--- src/rtl/data_writeback_pkg.sv ---
// Shared definitions for the write-back engine: widths, FSM encoding, latched tile
// configuration and the tile address helper. The fetch path uses the same constants.
package data_writeback_pkg;

    localparam int WORD_ADDR_BITS = 16;
    localparam int DATA_MAX_BITS  = 8;
    localparam int DATA_BITS      = 32;

    localparam logic WEN_READ  = 1'b0;
    localparam logic WEN_WRITE = 1'b1;

    typedef enum logic [1:0] {
        ST_IDLE,
        ST_WRITE,
        ST_FINISH
    } wb_state_t;

    typedef struct packed {
        logic [WORD_ADDR_BITS-1:0] base;
        logic [DATA_MAX_BITS-1:0]  channel;
        logic [DATA_MAX_BITS-1:0]  row;
    } wb_cfg_t;

    // Row-major within channel; the sum wraps modulo the SRAM address space.
    function automatic logic [WORD_ADDR_BITS-1:0] tile_addr(
        input logic [WORD_ADDR_BITS-1:0] base,
        input logic [DATA_MAX_BITS-1:0]  ch_idx,
        input logic [DATA_MAX_BITS-1:0]  row,
        input logic [DATA_MAX_BITS-1:0]  row_idx
    );
        logic [2*DATA_MAX_BITS-1:0] prod;
        prod = (2*DATA_MAX_BITS)'(ch_idx) * (2*DATA_MAX_BITS)'(row);
        return base + WORD_ADDR_BITS'(prod) + WORD_ADDR_BITS'(row_idx);
    endfunction

endpackage

--- src/rtl/data_writeback_if.sv ---
// Handshake, configuration and SRAM-side signals of the write-back engine.
// master = array drain / controller side, slave = the engine itself.
interface data_writeback_if;
    import data_writeback_pkg::*;

    logic                      start;
    logic                      abort;
    logic [WORD_ADDR_BITS-1:0] dst_addr;
    logic [DATA_MAX_BITS-1:0]  channel;
    logic [DATA_MAX_BITS-1:0]  row;
    logic                      in_valid;
    logic [DATA_BITS-1:0]      in_data;
    logic                      in_ready;
    logic                      wen;
    logic [WORD_ADDR_BITS-1:0] addr_out;
    logic [DATA_BITS-1:0]      data_out;
    logic                      busy;
    logic                      done;
    logic [DATA_MAX_BITS-1:0]  row_index;
    logic [DATA_MAX_BITS-1:0]  channel_index;

    modport master (
        output start, abort, dst_addr, channel, row, in_valid, in_data,
        input  in_ready, wen, addr_out, data_out, busy, done, row_index, channel_index
    );

    modport slave (
        input  start, abort, dst_addr, channel, row, in_valid, in_data,
        output in_ready, wen, addr_out, data_out, busy, done, row_index, channel_index
    );

endinterface

--- src/rtl/idx2d_counter.sv ---
// Two-level channel x row index counter, row innermost. last flags the final
// position of the tile so the caller can finish on the same beat.
module idx2d_counter
    import data_writeback_pkg::*;
#(
    parameter int W = DATA_MAX_BITS
) (
    input  logic         clk,
    input  logic         rst,
    input  logic         clear,
    input  logic         enable,
    input  logic [W-1:0] row_limit,
    input  logic [W-1:0] ch_limit,
    output logic [W-1:0] row_idx,
    output logic [W-1:0] ch_idx,
    output logic         last
);

    logic row_wrap;

    assign row_wrap = (row_idx == row_limit - W'(1));
    assign last     = row_wrap && (ch_idx == ch_limit - W'(1));

    always_ff @(posedge clk or negedge rst) begin
        if (!rst) begin
            row_idx <= '0;
            ch_idx  <= '0;
        end else if (clear) begin
            row_idx <= '0;
            ch_idx  <= '0;
        end else if (enable) begin
            // NOTE: non-blocking so every branch sees the pre-edge indices.
            if (last) begin
                row_idx <= '0;
                ch_idx  <= '0;
            end else if (row_wrap) begin
                row_idx <= '0;
                ch_idx  <= ch_idx + W'(1);
            end else begin
                row_idx <= row_idx + W'(1);
            end
        end
    end

endmodule

--- src/rtl/data_writeback.sv ---
// Write-back engine: drains result words into SRAM at base + ch*row + row_idx,
// one write per accepted beat with one cycle of latency, then pulses done.
module data_writeback
    import data_writeback_pkg::*;
(
    input  logic               clk,
    input  logic               rst,
    data_writeback_if.slave    bus
);

    wb_state_t                 state;
    wb_cfg_t                   cfg;
    logic                      start_ok;
    logic                      abort_act;
    logic                      accept;
    logic                      last;
    logic [DATA_MAX_BITS-1:0]  row_idx;
    logic [DATA_MAX_BITS-1:0]  ch_idx;
    logic [WORD_ADDR_BITS-1:0] wr_addr;

    assign start_ok  = (state == ST_IDLE) && bus.start;
    assign abort_act = bus.abort && (state != ST_IDLE);

    // A beat offered together with abort is refused rather than silently dropped.
    assign bus.in_ready = (state == ST_WRITE) && !bus.abort;
    assign bus.busy     = (state == ST_WRITE);
    assign accept       = bus.in_valid && bus.in_ready;

    assign bus.row_index     = row_idx;
    assign bus.channel_index = ch_idx;

    assign wr_addr = tile_addr(cfg.base, ch_idx, cfg.row, row_idx);

    idx2d_counter #(
        .W (DATA_MAX_BITS)
    ) u_idx (
        .clk       (clk),
        .rst       (rst),
        .clear     (start_ok || abort_act),
        .enable    (accept),
        .row_limit (cfg.row),
        .ch_limit  (cfg.channel),
        .row_idx   (row_idx),
        .ch_idx    (ch_idx),
        .last      (last)
    );

    always_ff @(posedge clk or negedge rst) begin
        if (!rst) begin
            state        <= ST_IDLE;
            cfg          <= '0;
            bus.wen      <= WEN_READ;
            bus.addr_out <= '0;
            bus.data_out <= '0;
            bus.done     <= 1'b0;
        end else begin
            bus.wen  <= WEN_READ;
            bus.done <= 1'b0;

            // Address and data hold their last value on idle cycles.
            if (accept) begin
                bus.wen      <= WEN_WRITE;
                bus.addr_out <= wr_addr;
                bus.data_out <= bus.in_data;
            end

            unique case (state)
                ST_IDLE: begin
                    if (bus.start) begin
                        cfg.base    <= bus.dst_addr;
                        cfg.channel <= bus.channel;
                        cfg.row     <= bus.row;
                        if (bus.channel == '0 || bus.row == '0) begin
                            state    <= ST_FINISH;
                            bus.done <= 1'b1;
                        end else begin
                            state <= ST_WRITE;
                        end
                    end
                end
                ST_WRITE: begin
                    if (bus.abort) begin
                        state <= ST_IDLE;
                    end else if (accept && last) begin
                        // done rises with the final write so both land in the same cycle.
                        state    <= ST_FINISH;
                        bus.done <= 1'b1;
                    end
                end
                ST_FINISH: state <= ST_IDLE;
                default:   state <= ST_IDLE;
            endcase
        end
    end

endmodule

--- src/flat_wrapper.sv ---
// flat-port wrapper written by rule: the top's interface ports become plain ports
module data_writeback_flat import data_writeback_pkg::*;
  (clk, rst, bus_start, bus_abort, bus_dst_addr, bus_channel, bus_row, bus_in_valid, bus_in_data, bus_in_ready, bus_wen, bus_addr_out, bus_data_out, bus_busy, bus_done, bus_row_index, bus_channel_index);
  data_writeback_if bus_i ();
  input  logic clk;
  input  logic rst;
  input wire logic [$bits(bus_i.start)-1:0] bus_start;
  input wire logic [$bits(bus_i.abort)-1:0] bus_abort;
  input wire logic [$bits(bus_i.dst_addr)-1:0] bus_dst_addr;
  input wire logic [$bits(bus_i.channel)-1:0] bus_channel;
  input wire logic [$bits(bus_i.row)-1:0] bus_row;
  input wire logic [$bits(bus_i.in_valid)-1:0] bus_in_valid;
  input wire logic [$bits(bus_i.in_data)-1:0] bus_in_data;
  output wire logic [$bits(bus_i.in_ready)-1:0] bus_in_ready;
  output wire logic [$bits(bus_i.wen)-1:0] bus_wen;
  output wire logic [$bits(bus_i.addr_out)-1:0] bus_addr_out;
  output wire logic [$bits(bus_i.data_out)-1:0] bus_data_out;
  output wire logic [$bits(bus_i.busy)-1:0] bus_busy;
  output wire logic [$bits(bus_i.done)-1:0] bus_done;
  output wire logic [$bits(bus_i.row_index)-1:0] bus_row_index;
  output wire logic [$bits(bus_i.channel_index)-1:0] bus_channel_index;
  assign bus_i.start = bus_start;
  assign bus_i.abort = bus_abort;
  assign bus_i.dst_addr = bus_dst_addr;
  assign bus_i.channel = bus_channel;
  assign bus_i.row = bus_row;
  assign bus_i.in_valid = bus_in_valid;
  assign bus_i.in_data = bus_in_data;
  assign bus_in_ready = bus_i.in_ready;
  assign bus_wen = bus_i.wen;
  assign bus_addr_out = bus_i.addr_out;
  assign bus_data_out = bus_i.data_out;
  assign bus_busy = bus_i.busy;
  assign bus_done = bus_i.done;
  assign bus_row_index = bus_i.row_index;
  assign bus_channel_index = bus_i.channel_index;
  data_writeback u_core (.clk(clk), .rst(rst), .bus(bus_i));
endmodule
--- config.mk ---
export PLATFORM = sky130hd
export DESIGN_NAME = data_writeback_flat
export DESIGN_NICKNAME = d
export VERILOG_FILES = /design/src/rtl/data_writeback_pkg.sv /design/src/rtl/data_writeback_if.sv /design/src/rtl/idx2d_counter.sv /design/src/rtl/data_writeback.sv /design/src/flat_wrapper.sv
export SDC_FILE = /design/constraint.sdc
export NUM_CORES = 1
export LEC_CHECK = 0
export CAP_MARGIN = 40
export CORE_MARGIN = 4
export CORE_UTILIZATION = 54
export CTS_CLUSTER_SIZE = 30
export DETAILED_ROUTE_END_ITERATION = 8
export GPL_TIMING_DRIVEN = 0
export PLACE_DENSITY = 0.82
export SYNTH_ARGS = -nofsm -noshare
export SYNTH_HDL_FRONTEND = slang
export SYNTH_SLANG_ARGS = --single-unit
--- constraint.sdc ---
create_clock -name clk -period 5.8 [get_ports clk]
set_input_delay 1.16 -clock clk [delete_from_list [all_inputs] [get_ports clk]]
set_output_delay 1.16 -clock clk [all_outputs]
set_load 0.01 [all_outputs]
==> metrics, run 1 <==
status complete, no violations; Ant. Diodes 0; syn avg cell area 9.37 sq um; leakage 4.45 nW; CTS Root Cell clkbuf_16; Starting Density 55.0%; share of total power in the clock network 12.2%; Initial DRC Count 349; CTS Buf Count 9; ratio of cells with drive above 1 in the final layout 6.51%; switch share 46.0%; Flop pwr share 20.0%; # setup viols final 0; crit share post-route 95.0%; post-DR vias/cell 5.29; vias in the first global route 5918; critical path required time 6.03 ns; register bit total from synthesis 100; Die Area 15400 sq um; CP Capture Type flop; top sig layer met4; I/O Pins 137; CTS tree built; row count 42; dpl cells 1087; Startpoint Class flop; DRT Pass-1 Iters 5; largest net degree at the start of global routing 56; total wire length 17.8 mm; max cap viols 0; net count after synthesis 949; die span in y 124 um; final setup margin 0.287 ns; depth of the CTS H-tree 3; RSZ-0062 raised after global routing no; met2 WL 8.68 mm; top cell type's share of synthesized area 34.5%; Vias 5798; fin util 69.5%; Most used DFF post-synth dfrtp_1; Synth Warn # 0; Mapped Cells 774; Nets 1091; Pwr Density 581 nW/um^2; Post-synth EDFFs 0; residual DRC count 0; hold violation count in the final report 0; Die Width 124 um; post-synthesis sequential area ratio 34.5%; DRT antenna net count 0; CTS sink count 100; Slew Limit Fails 0; Worst IR Drop VDD 0.000551 V; gp weighted congestion 0.874; Clock Skew 0.00863 ns; PortBufs 136; Async SR Flop Fraction 100%; pre-CTS worst setup slack 0.0544 ns; top cells by area, synth dfrtp_1, fa_1, nand2_1; critical path class reg2reg; Worst Hold Class reg2reg; fillers 1013; post-DP HPWL 13.8 mm; Synth area leader dfrtp_1; Highest Clock Rate 181 MHz; Yosys cell types 53; global route overflow 0; Worst Path Arrival 5.74 ns; antenna violations before repair 0; Area growth, synth to finish 26.4%; metal3 WL 1.17 mm; clk_lat worst skew 0.36 ns; Pint 2.88 mW; Max-Slew Margin vs Limit 47.9%; clk slew on worst S/H paths 0.08 ns; Core Footprint 13200 sq um; CP max FO 10; combinational fraction of design power 67.9%; synthesized area 7260 sq um; wl on met1 7.56 mm; fin crit period 5.51 ns; P_sw 2.45 mW; Layout Cells excl Fill 1097; first-pass GRT wire length 29.2 mm; Worst Tran Pin Value 0.782 ns; gr usage total 24.7%; wire per inst 16.2 um; Clock Path Buffers 2
==> power groups by stage <==
stage | clock network (mW) | logic [mW] | registers, mW
finish | 0.647 | 3.61 | 1.06
global placement | 0 | 3.55 | 1.03
CTS | 0.653 | 3.66 | 1.02
global route | 0.679 | 4.10 | 1.10
floorplan | 0 | 2.54 | 1.07
detailed placement | 0 | 3.61 | 1.03
==> cells in the mapped netlist, types with 4 or more instances <==
cell type	count
ha_1	51
inv_1	92
buf_2	4
clkbuf_1	25
nor2b_1	4
nand4_1	5
o21ai_0	35
nand2_1	182
nor4_1	5
a21oi_1	14
nand3_1	10
nor2_1	18
mux2_2	21
dfrtp_1	100
nand2b_1	6
nor3_1	8
and2_1	34
a21o_1	8
or3_1	4
fa_1	55
o221ai_1	5
xor2_1	15
xnor2_1	27
==> worst max-delay path: stages, from the launching register on <==
cell and delay [ns]:
dfrtp_1 0.49, clkbuf_2 0.26, nand2_1 0.11, fa_1 0.53
fa_1 0.56, inv_1 0.06, fa_1 0.50, fa_1 0.54
inv_1 0.06, fa_1 0.54, inv_1 0.04, ha_1 0.36
a21o_1 0.22, a21o_1 0.19, a21oi_1 0.21, o21ai_0 0.18
o41ai_2 0.27, xor2_1 0.19, o21ai_0 0.09
==> metal layers <==
metal  vias to the layer above  GRT usage, %
met2                       186          41.1
met3                        33          5.13
met4                         0          8.01
met5                         -             0
met1                      2808          32.6
li1                       2771             -
==> path summary, 6_finish.rpt <==
kind | startpoint | endpoint | slack, ns | cells past startpoint
worst max-delay path | u_core.u_idx.ch_idx[0] | u_core.bus.addr_out[13] | 0.29 | 18
worst min-delay path | u_core.bus.data_out[12] | u_core.bus.data_out[12] | 0.48 | 2
worst max register to register | u_core.u_idx.ch_idx[0] | u_core.bus.addr_out[13] | 0.29 | 18
worst min register to register | u_core.bus.data_out[12] | u_core.bus.data_out[12] | 0.48 | 2
max in group asynchronous | rst | u_core.bus.addr_out[8] | 4.29 | 2
min in group asynchronous | rst | u_core.u_idx.row_idx[5] | 0.81 | 1
==> cell families (layout without fill, tap and decap cells) <==
family,after synthesis,after routing,synth area share (%)
xor gates and xnor gates,42,42,5.07
adders and majority gates,106,106,24.0
buffers and inverters,124,271,6.48
DFF,100,100,34.5
muxes,21,21,3.26
and+or+nand+nor,293,293,18.6
AOI/OAI and AO/OA,88,88,8.16
==> metrics by stage <==
step	TNS (ns)	power, mW	instance area (sq um)	hold slack, ns
after floorplan	0	3.61	7260	0.485
after global placement	-41.54	4.58	8840	0.454
after detailed placement	0	4.64	8860	0.461
after CTS	0	5.33	9180	0.479
after global routing	0	5.87	9170	0.493
final	0	5.33	9170	0.478
==> placed cells by master, fill, tap and decap left out, types with 3 or more instances in the layout <==
| cell type | n |
|---|---|
| nand4_1 | 5 |
| nor2b_1 | 4 |
| dfrtp_1 | 100 |
| o221ai_1 | 5 |
| buf_1 | 3 |
| buf_2 | 4 |
| clkbuf_16 | 9 |
| o21ai_0 | 35 |
| nand2b_1 | 6 |
| ha_1 | 51 |
| mux2_2 | 21 |
| nand3_1 | 10 |
| fa_1 | 55 |
| nor3_1 | 8 |
| nor2_1 | 18 |
| o21bai_1 | 3 |
| a21oi_1 | 14 |
| inv_1 | 92 |
| nor4_1 | 5 |
| clkbuf_1 | 12 |
| xnor2_1 | 27 |
| clkbuf_2 | 7 |
| a21o_1 | 8 |
| or3_1 | 4 |
| xor2_1 | 15 |
| nand2_1 | 182 |
| clkdlybuf4s50_1 | 135 |
| nor3b_1 | 3 |
| and2_1 | 34 |
==> cell type report <==
type / instances / area (sq um) / share of cell area [%]
buffer: 26 / 111 / 1.21
clock buffer: 10 / 239 / 2.61
clock inverter: 6 / 76.3 / 0.832
inverter: 92 / 345 / 3.77
multi-input combinational: 550 / 4290 / 46.8
sequential: 100 / 2500 / 27.3
tap: 176 / 220 / 2.40
timing repair buffer: 137 / 1390 / 15.1
==> flip-flops by register name, summed over array words and instances, names as in the netlist <==
register              count
u_core.u_idx.row_idx      8
u_core.bus.done           1
u_core.bus.data_out      32
u_core.u_idx.ch_idx       8
u_core.bus.addr_out      16
u_core.cfg               32
u_core.bus.wen            1
u_core.state              2
==> what timing repair did <==
| item | in CTS | in global routing |
|---|---|---|
| setup endpoints to repair | 0 | 5 |
| hold endpoints to repair | 0 | 0 |
| buffers inserted | 0 | 0 |
| resized for setup | 0 | 16 |
| hold buffers | 0 | 0 |
(Power assumes the default switching activity.)
==> inputs of run 2 (changes only) <==
--- a/config.mk
+++ b/config.mk
@@ -7,11 +7,13 @@
 export LEC_CHECK = 0
 export CAP_MARGIN = 40
 export CORE_MARGIN = 4
-export CORE_UTILIZATION = 54
+export CORE_UTILIZATION = 65
 export CTS_CLUSTER_SIZE = 30
 export DETAILED_ROUTE_END_ITERATION = 8
+export DONT_BUFFER_PORTS = 1
 export GPL_TIMING_DRIVEN = 0
-export PLACE_DENSITY = 0.82
+export PLACE_DENSITY = 0.81
 export SYNTH_ARGS = -nofsm -noshare
 export SYNTH_HDL_FRONTEND = slang
+export SYNTH_HIERARCHICAL = 1
 export SYNTH_SLANG_ARGS = --single-unit
==> run 2 against run 1 <==
Die area is 15% lower. Worst setup slack better by 0.12 ns. Clock skew is 0.0017 ns higher.
==> metrics, run 2 <==
mux contribution to synthesized area 4.25%; Ant. Diodes 0; CTS Root Cell clkbuf_16; Startpoint Class flop; Worst Tran Pin Value 0.660 ns; RSZ-0062 raised after global routing no; gr usage total 26.8%; slowest CP cell dfrtp_1; residual DRC count 0; net count after synthesis 945; setup bufs post-CTS 0; fin crit period 5.39 ns; r2r setup slk 0.41 ns; gp weighted congestion 0.882; Highest Clock Rate 185 MHz; Pwr Density 268 nW/um^2; largest family of logic cells by synthesized area adder cells; top flop regs u_core/bus.data_out (32), u_core/cfg (32), u_core/bus.addr_out (16); largest net degree at the start of global routing 101; most frequent cell after synthesis nand2_1; clk_lat worst skew 0.36 ns; DRT antenna net count 0; Core Footprint 11000 sq um; Nets 956; critical path required time 6.03 ns; Clock Skew 0.0103 ns; max cap viols 0; fin util 71.2%; antenna violations before repair 0; worst hold slack 0.492 ns; Synth area leader dfrtp_1; Final TNS setup 0 ns; Cell Chain, Critical Path clkbuf_1 -> nand2_1 -> fa_1 -> inv_1 -> fa_1 -> inv_1 -> fa_1 -> inv_1 -> fa_1 -> inv_1 -> fa_1 -> inv_1 -> ha_1 -> and3_1 -> a221oi_2 -> o31ai_2 -> o22ai_2 -> xnor2_1 -> o21ai_1; I/O Pins 137; register bit total from synthesis 100; CP max FO 8; Post-synth top cells nand2_1, dfrtp_1, inv_1; CTS sink count 100; Synth Warn # 6; Yosys cell types 68; row count 38; PortBufs 0; Post-Synth XOR/XNOR Area 4.40%; Area growth, synth to finish 6.26%; Post-synth EDFFs 0; Worst Path Arrival 5.62 ns; Synth Area in Adders 23.8%; synthesized area 7360 sq um; Max-Slew Margin vs Limit 56.0%; depth of the CTS H-tree 3; status complete, no violations; CTS Buf Count 9; top cell type's share of synthesized area 34.0%; Synth Area in Simple Gates 18.8%; fin area 7820 sq um; global route overflow 0; Async SR Flop Fraction 100%; first-pass GRT wire length 27.8 mm; post-DR vias/cell 6.01; Mapped Cells 770; Initial DRC Count 443; # setup viols final 0; vias in the first global route 5744; post-DP HPWL 12.6 mm; crit-path leading delay family adder cells; clk slew on worst S/H paths 0.08 ns; Post-CTS Hold Fix Bufs 0; critical path class reg2reg; Die Area 13100 sq um; CP max stage delay 0.54 ns; total wire length 16.6 mm; crit path buf inv count 6; Synth Area in Compound Gates 8.64%; Slew Limit Fails 0; CP Capture Type flop; Starting Density 67.0%; Vias 5564; leakage 4.03 nW; Worst Hold Class in2async; most frequent cells in the layout nand2_1, dfrtp_1, inv_1; DRT Pass-1 Iters 5; wire per inst 17.9 um; Clock Path Buffers 2; Worst IR Drop VDD 0.000291 V; CTS tree built; most common cell after layout, fill and taps aside nand2_1; Most used DFF post-synth dfrtp_1; hold violation count in the final report 0; Resized Gates After CTS 0; top cells by area, synth dfrtp_1, fa_1, nand2_1; Die Width 114 um; ratio of cells with drive above 1 in the final layout 8.40%; post-synthesis sequential area ratio 34.0%; crit share post-route 93.0%; syn avg cell area 9.56 sq um; Post-DP Area 7540 sq um; die span in y 114 um
[run 2: power breakdown]
part	internal (mW)	switching (mW)	total [mW]
Clock	0.307	0.275	0.582
Combinational	0.201	0.257	0.459
Sequential	0.850	0.202	1.05
[run 2: cells by family after synthesis]
logic type,count (synthesis)
AOI/OAI and AO/OA,91
xor gates and xnor gates,37
adders and majority gates,107
buffers and inverters,114
DFF,100
muxes,28
and+or+nand+nor,293
[run 2: worst paths after layout]
path | depth (start not counted) | from | to
setup / recovery | 19 | u_core/u_idx/ch_idx[5] | u_core/bus.addr_out[15]
hold / removal | 0 | rst | u_core/cfg[22]
setup reg to reg | 19 | u_core/u_idx/ch_idx[5] | u_core/bus.addr_out[15]
hold reg to reg | 1 | u_core/cfg[17] | u_core/cfg[17]
max in group asynchronous | 0 | rst | u_core/u_idx/ch_idx[4]
min in group clk | 1 | u_core/cfg[17] | u_core/cfg[17]
[run 2: through the flow]
step,setup WS [ns],cells,total power [mW]
detailed placement,0.418,910,1.52
floorplan,0.896,770,1.38
global route,0.108,926,2.22
CTS,0.399,926,2.11
finish,0.407,926,2.09
global placement,0.487,910,1.48
[run 2: layout make-up]
| class | instances | area [sq um] |
|---|---|---|
| plain buffers | 23 | 110 |
| clock buffers | 10 | 239 |
| clock inverters | 6 | 46.3 |
| inverters | 91 | 342 |
| well taps | 140 | 175 |
| multi-input cells | 556 | 4410 |
| fillers | 839 | 3160 |
| flip-flops and latches | 100 | 2500 |
[run 2: routing by layer]
layer / vias up / track usage [%] / routed length, um
li1: 2524 / - / -
met1: 2774 / 34.8 / 6560
met2: 229 / 43.7 / 8450
met3: 37 / 7.35 / 1220
met4: 0 / 9.26 / 372
met5: - / 0 / 0
==> inputs of run 3 (changes only) <==
--- a/config.mk
+++ b/config.mk
@@ -13,6 +13,7 @@
 export DONT_BUFFER_PORTS = 1
 export GPL_TIMING_DRIVEN = 0
 export PLACE_DENSITY = 0.81
+export REMOVE_ABC_BUFFERS = 1
 export SYNTH_ARGS = -nofsm -noshare
 export SYNTH_HDL_FRONTEND = slang
 export SYNTH_HIERARCHICAL = 1
==> run 3 against run 2 <==
Fmax up 1.5%. Design area down 0.61%. Worst setup slack better by 0.078 ns. Combinational power down 5.4%. Clock power down 0.9%. Core utilization down 0.43 points. Via count down 5.6%. Die area unchanged. Non-clock buffer count down 20. Clock-buffer cell count up 1. Critical path type unchanged. Largest power group unchanged.
==> metrics, run 3 (synthesis results as in run 2) <==
setup bufs post-CTS 0; r2r setup slk 0.48 ns; Final TNS setup 0 ns; Resized Gates After CTS 0; DRT Pass-1 Iters 5; gr usage total 25.0%; hold violation count in the final report 0; CTS Buf Count 9; post-DP HPWL 11.4 mm; DRT antenna net count 0; Worst Hold Class in2async; Vias 5255; Ant. Diodes 0; Clock Path Buffers 2; Nets 936; largest net degree at the start of global routing 101; fin crit period 5.32 ns; PortBufs 0; vias in the first global route 5394; antenna violations before repair 1; critical path required time 6.02 ns; Post-CTS Hold Fix Bufs 0; ratio of cells with drive above 1 in the final layout 7.57%; clk_lat worst skew 0.35 ns; critical path class reg2reg; Max-Slew Margin vs Limit 41.4%; wire per inst 17.0 um; top flop regs u_core/bus.data_out (32), u_core/cfg (32), u_core/bus.addr_out (16); Pwr Density 266 nW/um^2; leakage 3.99 nW; Startpoint Class flop; gp weighted congestion 0.820; Die Area 13100 sq um; clk slew on worst S/H paths 0.07 ns; CTS Root Cell clkbuf_16; RR Startpoint u_core/u_idx/ch_idx[6]; Highest Clock Rate 188 MHz; max cap viols 0; residual DRC count 0; CP Capture Type flop; Worst IR Drop VDD 0.000257 V; CTS tree built; Clock Skew 0.00809 ns; FF-to-FF path depth 18; most frequent cells in the layout nand2_1, dfrtp_1, inv_1; Core Footprint 11000 sq um; Initial DRC Count 413; Slew Limit Fails 0; RSZ-0062 raised after global routing no; CP max FO 16; CTS sink count 100; depth of the CTS H-tree 3; Starting Density 67.0%; worst hold slack 0.499 ns; Worst Tran Pin Value 0.878 ns; global route overflow 0; post-DR vias/cell 5.80; die span in y 114 um; crit share post-route 91.6%; Die Width 114 um; I/O Pins 137; status complete, no violations; row count 38; Worst Path Arrival 5.54 ns; Area growth, synth to finish 5.61%; # setup viols final 0; Reg2Reg Capture Point u_core/bus.addr_out[15]; most common cell after layout, fill and taps aside nand2_1; total wire length 15.4 mm; first-pass GRT wire length 26.0 mm
run 3: cell types whose count changed in the layout (fill, tap and decap cells not counted), sizes merged:
cell	change
inv	-3
clkinv	+3
clkinvlp	-1
clkbuf	-10
buf	-9
run 3: per-layer routing:
| layer | vias to the layer above | wire length (um) | global-route usage [%] |
|---|---|---|---|
| li1 | 2487 | - | - |
| met1 | 2572 | 6100 | 31.8 |
| met2 | 175 | 7970 | 42.1 |
| met3 | 21 | 1040 | 7.19 |
| met4 | 0 | 260 | 6.89 |
| met5 | - | 0 | 0 |
run 3: layout make-up:
| class | instances | area [sq um] |
|---|---|---|
| clock buffer | 11 | 253 |
| tap | 140 | 175 |
| fill | 829 | 3210 |
| clock inverter | 5 | 36.3 |
| timing repair buffer | 3 | 50.0 |
| inverter | 91 | 342 |
| multi-input combinational | 556 | 4420 |
| sequential | 100 | 2500 |
run 3: metrics by stage:
step	worst slack, ns	instances	utilization, %	cell area (sq um)	total power, mW
after global placement	0.535	887	67.6	7430	1.46
final	0.485	906	70.8	7770	2.07
after detailed placement	0.544	890	68.1	7480	1.51
after CTS	0.532	906	70.8	7770	2.09
after global routing	0.273	906	70.8	7770	2.20
after floorplan	0.970	747	-	7250	1.37
run 3: critical path, stage by stage, from the launching register on:
cell and delay [ns]:
dfrtp_1 0.80, nand2_1 0.15, fa_1 0.51, inv_1 0.05
fa_1 0.49, inv_1 0.05, fa_1 0.47, inv_1 0.05
fa_1 0.52, inv_1 0.05, fa_1 0.49, inv_1 0.04
ha_1 0.35, and3_1 0.18, a221oi_2 0.43, o31ai_2 0.20
o22ai_2 0.14, xnor2_1 0.13, o21ai_1 0.07
run 3: power by group:
group | total [mW] | internal [mW] | switching, mW
Clock | 0.577 | 0.315 | 0.262
Sequential | 1.06 | 0.850 | 0.209
Combinational | 0.434 | 0.200 | 0.234
run 3: how the worst max path moves through the flow:
stage                           start                 endpoint  slack, ns  cells after the start
3_3_place_gp   u_core/u_idx/ch_idx[5]  u_core/bus.addr_out[13]       0.54                     18
3_5_place_dp   u_core/u_idx/ch_idx[5]  u_core/bus.addr_out[15]       0.54                     18
5_1_grt        u_core/u_idx/ch_idx[6]  u_core/bus.addr_out[15]       0.27                     18
4_1_cts        u_core/u_idx/ch_idx[5]  u_core/bus.addr_out[15]       0.53                     18
6_report       u_core/u_idx/ch_idx[6]  u_core/bus.addr_out[15]       0.48                     18
2_1_floorplan  u_core/u_idx/ch_idx[5]  u_core/bus.addr_out[13]       0.97                     18
